<file path="config.mk">
export PLATFORM = sky130hd
export DESIGN_NAME = lif_neuron_ctrl
export DESIGN_NICKNAME = d
export VERILOG_FILES = /design/src/rtl/lif_ctrl_pkg.sv /design/src/rtl/lif_tick_prescaler.sv /design/src/rtl/lif_neuron_ctrl.sv
export SDC_FILE = /design/constraint.sdc
export NUM_CORES = 1
export LEC_CHECK = 0
export CORE_AREA = 10 10 97 99
export CTS_CLUSTER_SIZE = 24
export DETAILED_ROUTE_END_ITERATION = 10
export DIE_AREA = 0 0 107 109
export GPL_ROUTABILITY_DRIVEN = 0
export GPL_TIMING_DRIVEN = 0
export PLACE_DENSITY_LB_ADDON = 0.2
export SLEW_MARGIN = 40
export SYNTH_ARGS = -nofsm -noshare
export SYNTH_HDL_FRONTEND = slang
export SYNTH_SLANG_ARGS = --single-unit
</file>
<file path="constraint.sdc">
create_clock -name clk -period 2.4 [get_ports clk]
set_clock_uncertainty 0.05 [all_clocks]
set_input_delay 0.48 -clock clk [delete_from_list [all_inputs] [get_ports clk]]
set_output_delay 0.48 -clock clk [all_outputs]
set_load 0.01 [all_outputs]
</file>
<file path="src/rtl/lif_ctrl_pkg.sv">
// Shared types and constants for the LIF neuron controller: FSM encoding,
// power-on neuron parameters and the spike counter ceiling.
package lif_ctrl_pkg;

    typedef enum logic [2:0] {
        S_IDLE  = 3'd0,
        S_DEC   = 3'd1,
        S_REF   = 3'd2,
        S_ARMED = 3'd3,
        S_RUN   = 3'd4
    } state_t;

    localparam logic [7:0] THR_DEFAULT   = 8'd100;
    localparam logic [7:0] DEC_DEFAULT   = 8'd1;
    localparam logic [7:0] REF_DEFAULT   = 8'd4;
    localparam logic [7:0] SPIKE_CNT_MAX = 8'd255;

endpackage

</file>
<file path="src/rtl/lif_tick_prescaler.sv">
// Timestep generator: a wrap counter that raises tick for one cycle each time
// it reaches the programmed period while running.
module lif_tick_prescaler #(
    parameter int PRESCALE_W = 8
) (
    input  logic                  clk,
    input  logic                  reset,
    input  logic                  clear,
    input  logic                  run,
    input  logic [PRESCALE_W-1:0] period,
    output logic                  tick
);

    logic [PRESCALE_W-1:0] count;
    logic                  at_period;

    assign at_period = (count == period);

    always_ff @(posedge clk or posedge reset) begin
        if (reset) begin
            count <= '0;
        end else if (clear) begin
            count <= '0;
        end else if (run) begin
            count <= at_period ? '0 : count + 1'b1;
        end
    end

    // Combinational so the pulse drops the moment run falls (stop or reset).
    assign tick = run && at_period;

endmodule

</file>
<file path="src/rtl/lif_neuron_ctrl.sv">
// Sequences the LIF neuron: byte-serial parameter load with atomic commit,
// programmable timestep enable, and a saturating spike counter per run.
module lif_neuron_ctrl
    import lif_ctrl_pkg::*;
#(
    parameter int DATA_W     = 8,
    parameter int PRESCALE_W = 8
) (
    input  logic                  clk,
    input  logic                  reset,
    input  logic                  cfg_valid,
    input  logic [DATA_W-1:0]     cfg_data,
    output logic                  cfg_ready,
    input  logic                  start,
    input  logic                  stop,
    input  logic [PRESCALE_W-1:0] prescale,
    input  logic                  spike_in,
    output logic [DATA_W-1:0]     threshold,
    output logic [DATA_W-1:0]     decay,
    output logic [DATA_W-1:0]     refractory_period,
    output logic                  neuron_enable,
    output logic [7:0]            spike_count,
    output logic                  busy
);

    state_t                state;
    logic [DATA_W-1:0]     shadow_thr;
    logic [DATA_W-1:0]     shadow_dec;
    logic [PRESCALE_W-1:0] prescale_q;
    logic                  xfer;
    logic                  run_start;
    logic                  running;

    function automatic logic [7:0] sat_inc(input logic [7:0] value);
        return (value == SPIKE_CNT_MAX) ? value : value + 8'd1;
    endfunction

    assign cfg_ready = (state != S_RUN);
    assign busy      = (state == S_DEC) || (state == S_REF);
    assign running   = (state == S_RUN);
    assign xfer      = cfg_valid && cfg_ready;
    // A byte arriving in the same cycle as start takes priority; the run is dropped.
    assign run_start = (state == S_ARMED) && start && !xfer;

    always_ff @(posedge clk or posedge reset) begin
        if (reset) begin
            state             <= S_IDLE;
            threshold         <= DATA_W'(THR_DEFAULT);
            decay             <= DATA_W'(DEC_DEFAULT);
            refractory_period <= DATA_W'(REF_DEFAULT);
            shadow_thr        <= '0;
            shadow_dec        <= '0;
            prescale_q        <= '0;
            spike_count       <= '0;
        end else begin
            case (state)
                S_IDLE: begin
                    if (xfer) begin
                        shadow_thr <= cfg_data;
                        state      <= S_DEC;
                    end
                end
                S_DEC: begin
                    if (xfer) begin
                        shadow_dec <= cfg_data;
                        state      <= S_REF;
                    end
                end
                S_REF: begin
                    // All three committed values change on one edge.
                    if (xfer) begin
                        threshold         <= shadow_thr;
                        decay             <= shadow_dec;
                        refractory_period <= cfg_data;
                        state             <= S_ARMED;
                    end
                end
                S_ARMED: begin
                    if (xfer) begin
                        shadow_thr <= cfg_data;
                        state      <= S_DEC;
                    end else if (run_start) begin
                        prescale_q  <= prescale;
                        spike_count <= '0;
                        state       <= S_RUN;
                    end
                end
                S_RUN: begin
                    if (spike_in) begin
                        spike_count <= sat_inc(spike_count);
                    end
                    if (stop) begin
                        state <= S_ARMED;
                    end
                end
                default: begin
                    state <= S_IDLE;
                end
            endcase
        end
    end

    lif_tick_prescaler #(
        .PRESCALE_W(PRESCALE_W)
    ) u_prescaler (
        .clk    (clk),
        .reset  (reset),
        .clear  (run_start),
        .run    (running),
        .period (prescale_q),
        .tick   (neuron_enable)
    );

endmodule
</file>
==> results list <==
- Clock-pin slew was measured on the worst setup and hold paths at 0.07 ns.
- The internal power of the cells totals 3450 uW.
- Relative to the synthesized area, the layout overhead comes to 33.2%.
* Wirelength, routed: 6.48 mm
- Count of warnings emitted by yosys: 0
- Layout net count: 338
- After routing, the total negative slack on setup checks comes to 0 ns.
* Clock tree from TritonCTS: yes
* Switching part of the total power: 31.0%
* Critical path data required time: 1.87 ns
* Final setup violation count: 0
- Max-cap violation count: 0
- Largest net degree at the start of global routing: 40
- The detailed router finished its first iteration with 28 violations.
- Synth Instances: 245
* Total power: 5000 uW
- The initial antenna violation count came to 0.
- Vertical die dimension: 109 um
- H-tree Lvls: 3
* Core region area: 0.00753 mm^2
- The worst setup path is captured at a primary output.
- IO buf count: 55
* Cell with the biggest individual delay on the critical path: dfrtp_1
- P_leak: 0.00167 uW
- In this run the core area contains 32 standard-cell rows.
* Data arrival at the endpoint of the critical path: 1.76 ns
- The library cell used most frequently in the layout, excluding fill and tap cells, is dfrtp_1.
* Cell chain of the critical path: xnor2_1, nand4_1, nor3_4, dlygate4sd2_1
- At the end of the flow the core is filled with cells to 52.9%.
- Sequential fraction of the synthesis area: 56.3%
- Final worst path period need: 2.29 ns
- The most critical setup path has its startpoint at u_prescaler.count[4].
- The cell sitting at the root of the clock tree is a clkbuf_8.
- Starting Density: 39.7%
- Reg power frac: 40.3%
- After filler insertion, the fill cell instance count of the layout stands at 689.
- The HPWL after detailed placement is 4.64 mm.
- Number of max-slew violations in the final report: 0
- Along the worst path, the maximum fanout reaches 4.
- Headroom to the max-slew limit came out at 62.8%.
* Psw: 1550 uW
* Number of buffers added to fix hold violations after cts: 0
- First-pass iteration count of the detailed router: 4
* Cell area after synthesis: 0.00299 mm^2
- The worst hold path belongs to the class in -> async.
- The number of global-route vias before repair is 2,179.
- Worst setup path class: reg -> out
- Registers take 0.00169 mm^2.
- Share of the cycle needed by the critical path after routing: 95.4%
- DRC violation count after routing: 0
- Share of layout cells above drive strength 1: 26.0%
- In the final layout, the multi-input gates occupy 0.00126 mm^2.
* Maximum number of buffers from clock root to sink: 2
* Cell variety after synth: 40
- Total of flip-flops plus latches after synthesis: 67
- Fraction of power consumed by the clock network: 22.5%
* Number of sinks driven by the clock tree: 67
- Routed len/inst: 15.4 um
* Worst setup SP type: flop
- The repair_antennas step left the layout with diodes totalling 0.
- Hold Vio Cnt, Final: 0
- Global route overflow: 0
- Dividing the synthesized area by the synthesized cell count gives 12.2 um^2.
- Most used cells in the layout excluding fill and tap cells: dfrtp_1, clkdlybuf4s50_1, mux2_2
- Portion of total power attributed to combinational logic: 37.1%
- The worst register-to-register path begins at state[1].
- Result of the run: finished clean
- IR analysis of the VDD net gives a maximum drop of 0.000700 V.
* Via/cell ratio: 4.94
* Max frequency: 437 MHz
- Total I/O pin count: 57
* Worst-margin pin slew: 0.556 ns
- The largest single stage delay on the critical path is 0.44 ns.
* Overall via count from detail_route: 2,081
- When the netlist entered floorplanning its net count stood at 269.
- The floorplan step defined a die boundary enclosing 0.0117 mm^2.
* RSZ-0062 raised after global routing: no
- Wire length of the first global-routing pass: 11.0 mm
- Dividing total power by cell area gives a power density of 1260 mW/mm^2.
- For this run, the total global-route usage over all layers was measured as 12.0%.
- DRT antenna net count: 0
* Horizontal extent of the die: 107 um
- The later pin in the worst-skew pair is clocked with a latency of 0.34 ns.
- Clock tree synthesis inserted a total of 9 buffers.
-- sequential cells by signal (all words and copies together) (netlist names) --
| name | flops |
|---|---|
| u_prescaler.count | 8 |
| state | 3 |
| shadow_thr | 8 |
| spike_count | 8 |
| refractory_period | 8 |
| threshold | 8 |
| shadow_dec | 8 |
| decay | 8 |
| prescale_q | 8 |
-- power by group through the flow --
stage	registers, uW	logic (uW)	clock network (uW)
5_1_grt	2100	2030	1210
4_1_cts	2020	1860	1160
3_3_place_gp	2020	1800	0
6_report	2020	1860	1130
2_1_floorplan	2080	987	0
3_5_place_dp	2030	1840	0
-- stage by stage --
stage	instance area [um^2]	setup WS [ns]	cells	hold slack, ns
final	3980	0.110	421	0.433
after global routing	3980	0.0100	421	0.449
after CTS	3950	0.0530	420	0.426
after detailed placement	3690	-0.185	403	0.431
after global placement	3670	-1.04	402	0.422
after floorplan	2990	0.195	245	0.409
-- timing repair --
action,4_1_cts,5_1_grt
setup buffers,1,1
pin swaps,3,2
gates cloned,0,0
gates resized for setup,5,7
endpoints found under the setup margin,2,3
-- layer usage --
metal	vias up	part of all wire [%]	track usage, %
met5	-	0	0
met4	0	1.3	4.06
met3	7	9.4	7.32
met2	51	48	19.2
met1	1015	41	12.9
li1	1008	-	-
-- final timing paths --
path                                             end  slack [ns]  cells after the start
worst max-delay path                   neuron_enable        0.11                      4
worst min-delay path                   prescale_q[5]        0.43                      2
worst max register to register          threshold[1]        0.49                      4
worst min register to register          threshold[3]        0.44                      1
max in group asynchronous       refractory_period[2]        1.33                      3
min in group clk                        threshold[3]        0.44                      1
-- cells by family (layout without fill, tap and decap cells) --
logic type | count (synthesis) | after routing | share of synthesized area, %
AOI/OAI and AO/OA | 25 | 25 | 5.61
muxes | 41 | 41 | 15.4
and+or+nand+nor | 82 | 82 | 14.7
xor gates and xnor gates | 16 | 16 | 4.69
buffers and inverters | 12 | 86 | 2.43
adders and majority gates | 2 | 2 | 0.837
DFF | 67 | 67 | 56.3
-- critical path, delay by kind of cell, from the launching register on --
kind | cells | cell delay [ns]
buffers and inverters | 1 | 0.30
DFF | 1 | 0.44
xor gates and xnor gates | 1 | 0.18
and+or+nand+nor | 2 | 0.51
-- synthesized netlist by cell type --
library cell  number  area, um^2
xor2_1             4        35.0
nand4bb_1          1        11.3
nand2b_2           1        8.76
a21boi_0           1        7.51
clkbuf_1           2        7.51
nand4_1           10        62.6
or3_4              1        11.3
a22oi_1            1        7.51
dfstp_2            5         131
nand3_1            3        15.0
a221o_1            1        10.0
a31oi_1            5        31.3
inv_1              1        3.75
nor4b_1            1        8.76
o21ai_0            6        30.0
nor3_2             2        20.0
nand2_1           36         135
o21a_1             2        15.0
nor3b_2            2        25.0
dfrtp_1           62        1550
xnor2_1           12         105
inv_2              2        7.51
mux2i_1            1        10.0
nand3b_1           1        7.51
buf_6              3        33.8
nor4b_4            1        23.8
nor3_1             8        40.0
ha_1               2        25.0
buf_2              4        20.0
nor2_1            11        41.3
and3_1             1        6.26
a211o_1            2        17.5
a2bb2oi_1          1        8.76
nor3b_1            2        15.0
o211a_1            1        10.0
o22ai_1            4        25.0
nand4b_1           1        8.76
a21oi_1            1        5.00
mux2_2            39         439
mux2_1             1        11.3
-- layout make-up --
cell class,count,area share (%)
Clock buffer,10,3.21
Multi-Input combinational cell,166,31.6
Inverter,3,0.409
Tap cell,102,3.21
Sequential cell,67,42.3
Timing Repair Buffer,58,14.7
Clock inverter,6,2.86
Buffer,9,1.63
(Power assumes the default switching activity.)
